`src/rtl/spi_register_responder.sv`:
```
// SPI mode-0 register responder: one address byte in per CS-low frame, then the addressed
// register file bytes (auto-incrementing, wrapping) are shifted out MSB first on MISO.
module spi_register_responder #(
    parameter int ADDR_W      = 3,
    parameter int SYNC_STAGES = 2
) (
    input  logic              clk,
    input  logic              rst,
    input  logic              i_SPI_Clk,
    input  logic              i_SPI_MOSI,
    input  logic              i_SPI_CS_n,
    output logic              o_SPI_MISO,
    input  logic              reg_wr_en,
    input  logic [ADDR_W-1:0] reg_wr_addr,
    input  logic [7:0]        reg_wr_data,
    output logic [7:0]        addr_byte,
    output logic              addr_valid,
    output logic [7:0]        resp_count,
    output logic              busy
);

    localparam int DEPTH = 2 ** ADDR_W;

    typedef enum logic [1:0] {IDLE, ADDR, DATA} state_t;

    logic [2:0] pins_raw;
    logic [2:0] pins_s;
    logic       sclk_s, mosi_s, cs_n_s;
    logic       sclk_prev_q, cs_n_prev_q;
    logic       sclk_rise, sclk_fall, cs_fall, cs_rise;

    state_t              state_q;
    logic [2:0]          bit_cnt_q;
    logic [7:0]          rx_q, rx_d;
    logic [7:0]          tx_q;
    logic [ADDR_W-1:0]   rd_ptr_q, rd_ptr_d;
    logic                miso_q;
    logic [7:0]          addr_byte_q;
    logic                addr_valid_q;
    logic [7:0]          resp_count_q;
    logic                busy_q;
    logic [7:0]          regs_q [DEPTH];

    assign pins_raw = {i_SPI_CS_n, i_SPI_MOSI, i_SPI_Clk};

    // CS synchronizer flops reset low so a frame already in progress at reset release
    // never produces a falling edge; only a genuine high-to-low transition starts a frame.
    generate
        if (SYNC_STAGES == 0) begin : g_nosync
            assign pins_s = pins_raw;
        end else begin : g_sync
            logic [2:0] sync_q [SYNC_STAGES];
            always_ff @(posedge clk or posedge rst) begin
                if (rst) begin
                    for (int i = 0; i < SYNC_STAGES; i++) sync_q[i] <= 3'b000;
                end else begin
                    sync_q[0] <= pins_raw;
                    for (int i = 1; i < SYNC_STAGES; i++) sync_q[i] <= sync_q[i-1];
                end
            end
            assign pins_s = sync_q[SYNC_STAGES-1];
        end
    endgenerate

    assign sclk_s = pins_s[0];
    assign mosi_s = pins_s[1];
    assign cs_n_s = pins_s[2];

    always_ff @(posedge clk or posedge rst) begin
        if (rst) begin
            sclk_prev_q <= 1'b0;
            cs_n_prev_q <= 1'b0;
        end else begin
            sclk_prev_q <= sclk_s;
            cs_n_prev_q <= cs_n_s;
        end
    end

    assign sclk_rise = sclk_s & ~sclk_prev_q;
    assign sclk_fall = ~sclk_s & sclk_prev_q;
    assign cs_fall   = ~cs_n_s & cs_n_prev_q;
    assign cs_rise   = cs_n_s & ~cs_n_prev_q;

    assign rx_d     = {rx_q[6:0], mosi_s};
    assign rd_ptr_d = rd_ptr_q + ADDR_W'(1);

    always_ff @(posedge clk or posedge rst) begin
        if (rst) begin
            for (int i = 0; i < DEPTH; i++) regs_q[i] <= 8'h00;
        end else if (reg_wr_en) begin
            regs_q[reg_wr_addr] <= reg_wr_data;
        end
    end

    // tx_q loads read the register array with non-blocking semantics, so a write to the
    // same address in the load cycle leaves the old byte in the shifter.
    always_ff @(posedge clk or posedge rst) begin
        if (rst) begin
            state_q      <= IDLE;
            bit_cnt_q    <= 3'd0;
            rx_q         <= 8'h00;
            tx_q         <= 8'h00;
            rd_ptr_q     <= '0;
            miso_q       <= 1'b0;
            addr_byte_q  <= 8'h00;
            addr_valid_q <= 1'b0;
            resp_count_q <= 8'h00;
            busy_q       <= 1'b0;
        end else begin
            addr_valid_q <= 1'b0;
            if (cs_rise) begin
                state_q   <= IDLE;
                bit_cnt_q <= 3'd0;
                miso_q    <= 1'b0;
                busy_q    <= 1'b0;
            end else begin
                case (state_q)
                    IDLE: begin
                        if (cs_fall) begin
                            state_q      <= ADDR;
                            bit_cnt_q    <= 3'd0;
                            rx_q         <= 8'h00;
                            miso_q       <= 1'b0;
                            busy_q       <= 1'b1;
                            resp_count_q <= 8'h00;
                        end
                    end
                    ADDR: begin
                        if (sclk_rise) begin
                            rx_q      <= rx_d;
                            bit_cnt_q <= bit_cnt_q + 3'd1;
                            if (bit_cnt_q == 3'd7) begin
                                addr_byte_q  <= rx_d;
                                addr_valid_q <= 1'b1;
                                rd_ptr_q     <= rx_d[ADDR_W-1:0];
                                tx_q         <= regs_q[rx_d[ADDR_W-1:0]];
                                state_q      <= DATA;
                            end
                        end
                    end
                    DATA: begin
                        if (sclk_fall) begin
                            miso_q <= tx_q[7];
                            tx_q   <= {tx_q[6:0], 1'b0};
                        end else if (sclk_rise) begin
                            bit_cnt_q <= bit_cnt_q + 3'd1;
                            if (bit_cnt_q == 3'd7) begin
                                resp_count_q <= resp_count_q + 8'd1;
                                rd_ptr_q     <= rd_ptr_d;
                                tx_q         <= regs_q[rd_ptr_d];
                            end
                        end
                    end
                    default: state_q <= IDLE;
                endcase
            end
        end
    end

    assign o_SPI_MISO = miso_q;
    assign addr_byte  = addr_byte_q;
    assign addr_valid = addr_valid_q;
    assign resp_count = resp_count_q;
    assign busy       = busy_q;

endmodule

```
`config.mk`:
```
export PLATFORM = sky130hd
export DESIGN_NAME = spi_register_responder
export DESIGN_NICKNAME = d
export VERILOG_FILES = /design/src/rtl/spi_register_responder.sv
export SDC_FILE = /design/constraint.sdc
export NUM_CORES = 1
export LEC_CHECK = 0
export ABC_AREA = 1
export BUFFER_PORTS_ARGS = -buffer_cell sky130_fd_sc_hd__buf_4
export CORE_AREA = 5 5 133 135
export CTS_BUF_LIST = sky130_fd_sc_hd__clkbuf_16
export DETAILED_ROUTE_END_ITERATION = 6
export DIE_AREA = 0 0 138 140
export PLACE_DENSITY = 0.58
export SLEW_MARGIN = 20
export SYNTH_ARGS = -nofsm -noshare
export SYNTH_HDL_FRONTEND = slang
export SYNTH_SLANG_ARGS = --single-unit
```
`constraint.sdc`:
```
create_clock -name clk -period 5.45 [get_ports clk]
set_input_delay 1.635 -clock clk [delete_from_list [all_inputs] [get_ports clk]]
set_output_delay 1.635 -clock clk [all_outputs]
set_load 0.02 [all_outputs]
```
==> out/summary.txt, run 1 <==
CTS root buffer - clkbuf_16
Synth cell types - 35
End point of the critical path - resp_count[4]
Router iterations before antenna repair - 5
Number of antenna diodes - 0
Status - finished, final reports clean
Yosys reg bits - 114
Placement-stage cell area - 6580 um^2
Num rows - 47
Number of buffers and inverters on the critical path - 1
CTS sink count - 114
DRC Markers - 0
H-tree Lvls - 4
Critical path class - flip-flop to output port
FF-to-FF End - tx_q[7]$_DFFE_PP0P_
Total gr overflow - 0
Max_cap viols - 0
Met3 Use GR - 0.0419
Final Cycle Share - 0.489
# hold bufs at CTS - 0
Cell area power density - 490 nW/um^2
Post-Layout Inst Area - 7070 um^2
Fmax - 375 MHz
Synth Cell Area - 6220 um^2
Initial DRC Count - 332
Critical path arrival - 1.03 ns
Die height - 140 um
Worst slew pin tran - 0.968 ns
Critical Path Max Stage Delay - 0.43 ns
Die ar. - 19300 um^2
Cell Count, Final, Fillers Out - 1094
Final wirelength - 15800 um
Final setup violating endpoints - 0
Cts repair resizes - 0
RSZ-0062 raised after global routing - false
Placed Cells - 1062
CP Cell Sequence - buf_4
Crit path launch - resp_count[4]$_DFFE_PP0P_
Total Power Consumption - 3.46 mW
Synth Warn # - 0
Slowest cell on crit path - dfrtp_1
Global-route wire length before repair - 26500 um
Initial Utilization - 0.380
Largest net degree at the start of global routing - 73
Met2 usage - 0.274
Setup TNS - 0 ns
Number of synthesized flops with an enable pin - 0
P_leak - 3.58 nW
Worst EP required - 3.82 ns
Startpoint Class - flip-flop
GR Util All Layers - 0.169
Max VDD drop - 0.000305 V
Async set-reset flop share out of synthesis - 1.00
Pre-CTS setup slack - 2.60 ns
Initial antenna violation count - 0
Clk_lat worst skew - 0.42 ns
Syn Inst Count - 837
Critical Path Sink Type - output port
Area Growth Syn to Fin - 13.6%
Synth Flop Type - dfrtp_1
Post-Route Utilization - 0.432
WP depth - 1
CTS clk-pin slew, worst paths - 0.05 ns
CTS tree - built
Seq/Total Area, Yosys - 0.459
Share of post-route cells with drive strength above 1 - 0.111
Slew margin rel. - 0.351
Hold WC Path Type - flip-flop to flip-flop
DP HPWL - 10400 um
Reg-to-Reg Start - rd_ptr_q[0]$_DFFE_PP0P_
Via density - 4.88
Core ar. - 16300 um^2
CP top delay family - flip-flops
Hold WS - 0.347 ns
Avg WL per Cell - 14.5 um
Skew final - 0.00634 ns
Port Buf Inserts - 35
Number of hold violations in the final report - 0
Setup bufs post-CTS - 0
Reg2reg setup slack - 2.81 ns
DR vias - 5337
Post-route worst setup slack - 2.78 ns
Final Max Slew Viols - 0
IO Count - 36
NumNets Final - 889
CP max FO - 6
Placer's final routability congestion estimate - 0.849
GRT busiest layer - met2
Net Count, Synth - 865
TritonCTS buffer count - 17
Max Buffers Root-to-Sink - 2
Die Wd - 138 um
Met1 usage - 0.226
Hold path start - g_sync.sync_q[4]$_DFF_PP0_
Synthesized area per cell - 7.43 um^2
Final min period - 2.67 ns
Register-to-Register Path Depth - 9
Vias in the first global route - 5107
Final ANT Viol Nets - 0
-- worst reg2reg max path, delay by kind of cell (launching register included) --
kind | cells | cell delay (ns)
adders and majority gates | 1 | 0.85
DFF | 1 | 0.36
buffers and inverters | 2 | 0.66
and+or+nand+nor | 6 | 0.67
-- placed cells by master (no fill, tap or decap), drive strengths merged --
cell     netlist  layout
xnor2          1       1
a31oi          1       1
nor3           8       8
nand3         94      94
clkbuf         8      17
nand3b         1       1
nor2          65      65
xor2           1       1
nand4          4       4
o21ai        104     104
dfrtp        114     114
buf           26      39
o31ai          2       2
o211ai         3       3
a21oi         20      20
inv          114     119
clkinv         1      11
ha            11      11
a211oi         1       1
o2111ai        1       1
nand2        256     256
o21a           1       1
-- cell usage after synthesis, types with 2 or more instances --
| cell | number | area, um^2 |
|---|---|---|
| o21ai_0 | 88 | 440 |
| nor3_1 | 7 | 35.0 |
| o31ai_1 | 2 | 15.0 |
| dfrtp_1 | 114 | 2850 |
| nand3_2 | 3 | 30.0 |
| nand4_1 | 4 | 25.0 |
| nor2_1 | 60 | 225 |
| nor2_2 | 3 | 18.8 |
| o21ai_1 | 6 | 30.0 |
| nand2_2 | 2 | 12.5 |
| nand3_1 | 91 | 455 |
| buf_4 | 8 | 60.1 |
| o211ai_1 | 3 | 22.5 |
| nand2_1 | 253 | 950 |
| inv_2 | 9 | 33.8 |
| ha_1 | 11 | 138 |
| a21oi_1 | 20 | 100 |
| buf_6 | 5 | 56.3 |
| clkbuf_1 | 8 | 30.0 |
| inv_4 | 2 | 12.5 |
| inv_1 | 103 | 387 |
| buf_2 | 13 | 65.1 |
| o21ai_2 | 10 | 87.6 |
-- power by group --
group | switching [mW] | total, mW | internal (mW)
sequential | 0.124 | 1.15 | 1.02
combinational | 0.950 | 1.39 | 0.441
clock | 0.370 | 0.926 | 0.556
-- how the worst min path moves through the flow --
stage	end	cells after the start	slack (ns)
final	pins_s[1]$_DFF_PP0_	0	0.35
after global routing	pins_s[1]$_DFF_PP0_	0	0.35
after CTS	pins_s[1]$_DFF_PP0_	0	0.35
after detailed placement	pins_s[1]$_DFF_PP0_	0	0.34
after global placement	pins_s[1]$_DFF_PP0_	0	0.33
after floorplan	pins_s[0]$_DFF_PP0_	0	0.33
-- state kept, by name, indices dropped and copies added (netlist names) --
register       count
tx_q               8
resp_count         8
pins_s             3
cs_n_prev_q        1
state_q            2
o_SPI_MISO         1
addr_byte          8
regs_q            64
addr_valid         1
busy               1
bit_cnt_q          3
rd_ptr_q           3
sclk_prev_q        1
rx_q               7
g_sync.sync_q      3
-- area by class of cell --
cell class / instances / area (um^2)
repair buffers: 39 / 293
clock inverters: 15 / 62.6
clock buffers: 17 / 425
fillers: 1708 / 9280
multi-input cells: 574 / 2720
well taps: 220 / 275
inverters: 115 / 439
flip-flops and latches: 114 / 2850
-- metal layers --
layer | wire (um) | share of wire
met3 | 776 | 0.049
met1 | 7430 | 0.47
met4 | 224 | 0.014
met2 | 7410 | 0.47
met5 | 0 | 0
-- logic make-up after synthesis --
kind of cell               share of synthesized area
xor gates and xnor gates                     0.00402
DFF                                            0.459
adders and majority gates                     0.0221
AOI/OAI and AO/OA                              0.119
buffers and inverters                          0.104
and+or+nand+nor                                0.292
Note: power is estimated with default switching activity, not from simulation.
==> run 2, diff against run 1 <==
--- a/config.mk
+++ b/config.mk
@@ -11,7 +11,7 @@
 export CTS_BUF_LIST = sky130_fd_sc_hd__clkbuf_16
 export DETAILED_ROUTE_END_ITERATION = 6
 export DIE_AREA = 0 0 138 140
-export PLACE_DENSITY = 0.58
+export PLACE_DENSITY = 0.6
 export SLEW_MARGIN = 20
 export SYNTH_ARGS = -nofsm -noshare
 export SYNTH_HDL_FRONTEND = slang
==> constraint.sdc (replaced) <==
create_clock -name clk -period 2.28 [get_ports clk]
set_input_delay 0.684 -clock clk [delete_from_list [all_inputs] [get_ports clk]]
set_output_delay 0.684 -clock clk [all_outputs]
set_load 0.02 [all_outputs]
==> run 2 against run 1 <==
Compared with the run above: largest power group unchanged; register-to-register slack got worse by 2.4 ns; non-clock buffer count increased by 11; global-route usage increased by 0.36 points; setup slack got worse by 2.3 ns; first-iteration DRC count decreased by 20%; die area unchanged.
==> out/summary.txt, run 2 (synthesis gave the netlist of run 1 again) <==
Status - finished, final reports clean
CTS sink count - 114
CP max FO - 11
# hold bufs at CTS - 0
Total gr overflow - 0
Worst EP required - 2.59 ns
Startpoint Class - flip-flop
Max VDD drop - 0.000612 V
DR vias - 5319
CP Cell Sequence - inv_1 > ha_1 > nand2_1 > nand2_2 > nand2_4 > nor3_1 > nand3_1 > nor2_1 > nor2_1
Number of antenna diodes - 0
Max Buffers Root-to-Sink - 2
Vias in the first global route - 5267
FF-to-FF End - tx_q[1]$_DFFE_PP0P_
IO Count - 36
Final setup violating endpoints - 0
Global-route wire length before repair - 26900 um
Die height - 140 um
Commonest non-fill, non-tap cells in the layout - nand2_1, dfrtp_1, inv_1, nand3_1, o21ai_0
Final ANT Viol Nets - 0
Via density - 4.81
Crit path launch - state_q[1]$_DFFE_PP0P_
Die Wd - 138 um
Critical path class - flip-flop to flip-flop
Share of post-route cells with drive strength above 1 - 0.127
Largest net degree at the start of global routing - 115
Max_cap viols - 0
Port Buf Inserts - 35
DP HPWL - 10400 um
Clk_lat worst skew - 0.42 ns
Reg2reg setup slack - 0.44 ns
Number of hold violations in the final report - 0
Placement-stage cell area - 6680 um^2
Critical path arrival - 2.15 ns
Initial DRC Count - 264
Most used cell, CP - nor2_1
Post-Layout Inst Area - 7230 um^2
Final wirelength - 15700 um
H-tree Lvls - 4
WHS Path Cells - 0
Final Cycle Share - 0.808
Hold path start - g_sync.sync_q[4]$_DFF_PP0_
Cts repair resizes - 0
NumNets Final - 900
Slowest cell on crit path - ha_1
Avg WL per Cell - 14.2 um
Area Growth Syn to Fin - 16.2%
Critical Path Sink Type - flip-flop
Total Power Consumption - 8.61 mW
Skew final - 0.00901 ns
P_leak - 3.63 nW
Largest reg by FF count - regs_q
CTS tree - built
Setup bufs post-CTS - 0
CTS clk-pin slew, worst paths - 0.05 ns
CTS root buffer - clkbuf_16
Final min period - 1.84 ns
Cell area power density - 1190 nW/um^2
Slew margin rel. - 0.594
RSZ-0062 raised after global routing - false
Register-to-Register Path Depth - 9
Initial antenna violation count - 0
Worst slew pin tran - 0.609 ns
Max FFs per register - 64
Final Max Slew Viols - 0
Die ar. - 19300 um^2
DRC Markers - 0
Fmax - 543 MHz
Hold endpoint - pins_s[1]$_DFF_PP0_
Critical Path Max Stage Delay - 0.44 ns
Placer's final routability congestion estimate - 0.876
Router iterations before antenna repair - 5
Reg-to-Reg Start - state_q[1]$_DFFE_PP0P_
Initial Utilization - 0.380
TritonCTS buffer count - 17
GR Util All Layers - 0.172
Commonest non-fill, non-tap cell in the layout - nand2_1
Num rows - 47
Core ar. - 16300 um^2
Setup TNS - 0 ns
Hold WC Path Type - flip-flop to flip-flop
-- run 2: cell type report --
class / instances / area, um^2
clock inverter: 15 / 125
fill: 1741 / 9120
tap: 220 / 275
multi-input combinational: 574 / 2720
inverter: 115 / 440
clock buffer: 17 / 425
timing repair buffer: 50 / 388
sequential: 114 / 2850
-- run 2: worst max-delay path by stage --
stage / endpoint / slack (ns) / cells past startpoint
2_1_floorplan: addr_byte[0]$_DFFE_PP0P_ / 0.21 / 1
3_3_place_gp: tx_q[1]$_DFFE_PP0P_ / 0.45 / 9
3_5_place_dp: tx_q[6]$_DFFE_PP0P_ / 0.47 / 9
4_1_cts: tx_q[6]$_DFFE_PP0P_ / 0.45 / 9
5_1_grt: tx_q[6]$_DFFE_PP0P_ / 0.25 / 9
6_report: tx_q[1]$_DFFE_PP0P_ / 0.44 / 9
-- run 2: per-layer routing --
metal	global-route usage	wire [um]	up-vias
li1	-	-	2726
met1	0.229	7330	2461
met2	0.274	7440	115
met3	0.0433	698	17
met4	0.0629	234	0
met5	0	0	-
-- run 2: per-stage QoR --
step,worst slack (ns),hold slack (ns),instances,util
after floorplan,0.211,0.331,837,-
final,0.437,0.345,1105,0.442
after global routing,0.245,0.357,1105,0.442
after detailed placement,0.468,0.335,1073,0.408
after CTS,0.454,0.347,1105,0.442
after global placement,0.451,0.333,1073,0.408
-- run 2: critical path, delay by kind of cell (launching register included) --
family,cells,cell delay (ns)
adders and majority gates,1,0.44
buffers and inverters,1,0.09
DFF,1,0.37
and+or+nand+nor,7,0.83
-- run 2: report_power, final --
part           total, mW  internal, mW  switching [mW]
clock               2.49          1.57           0.922
combinational       3.39          1.14            2.25
sequential          2.73          2.45           0.278
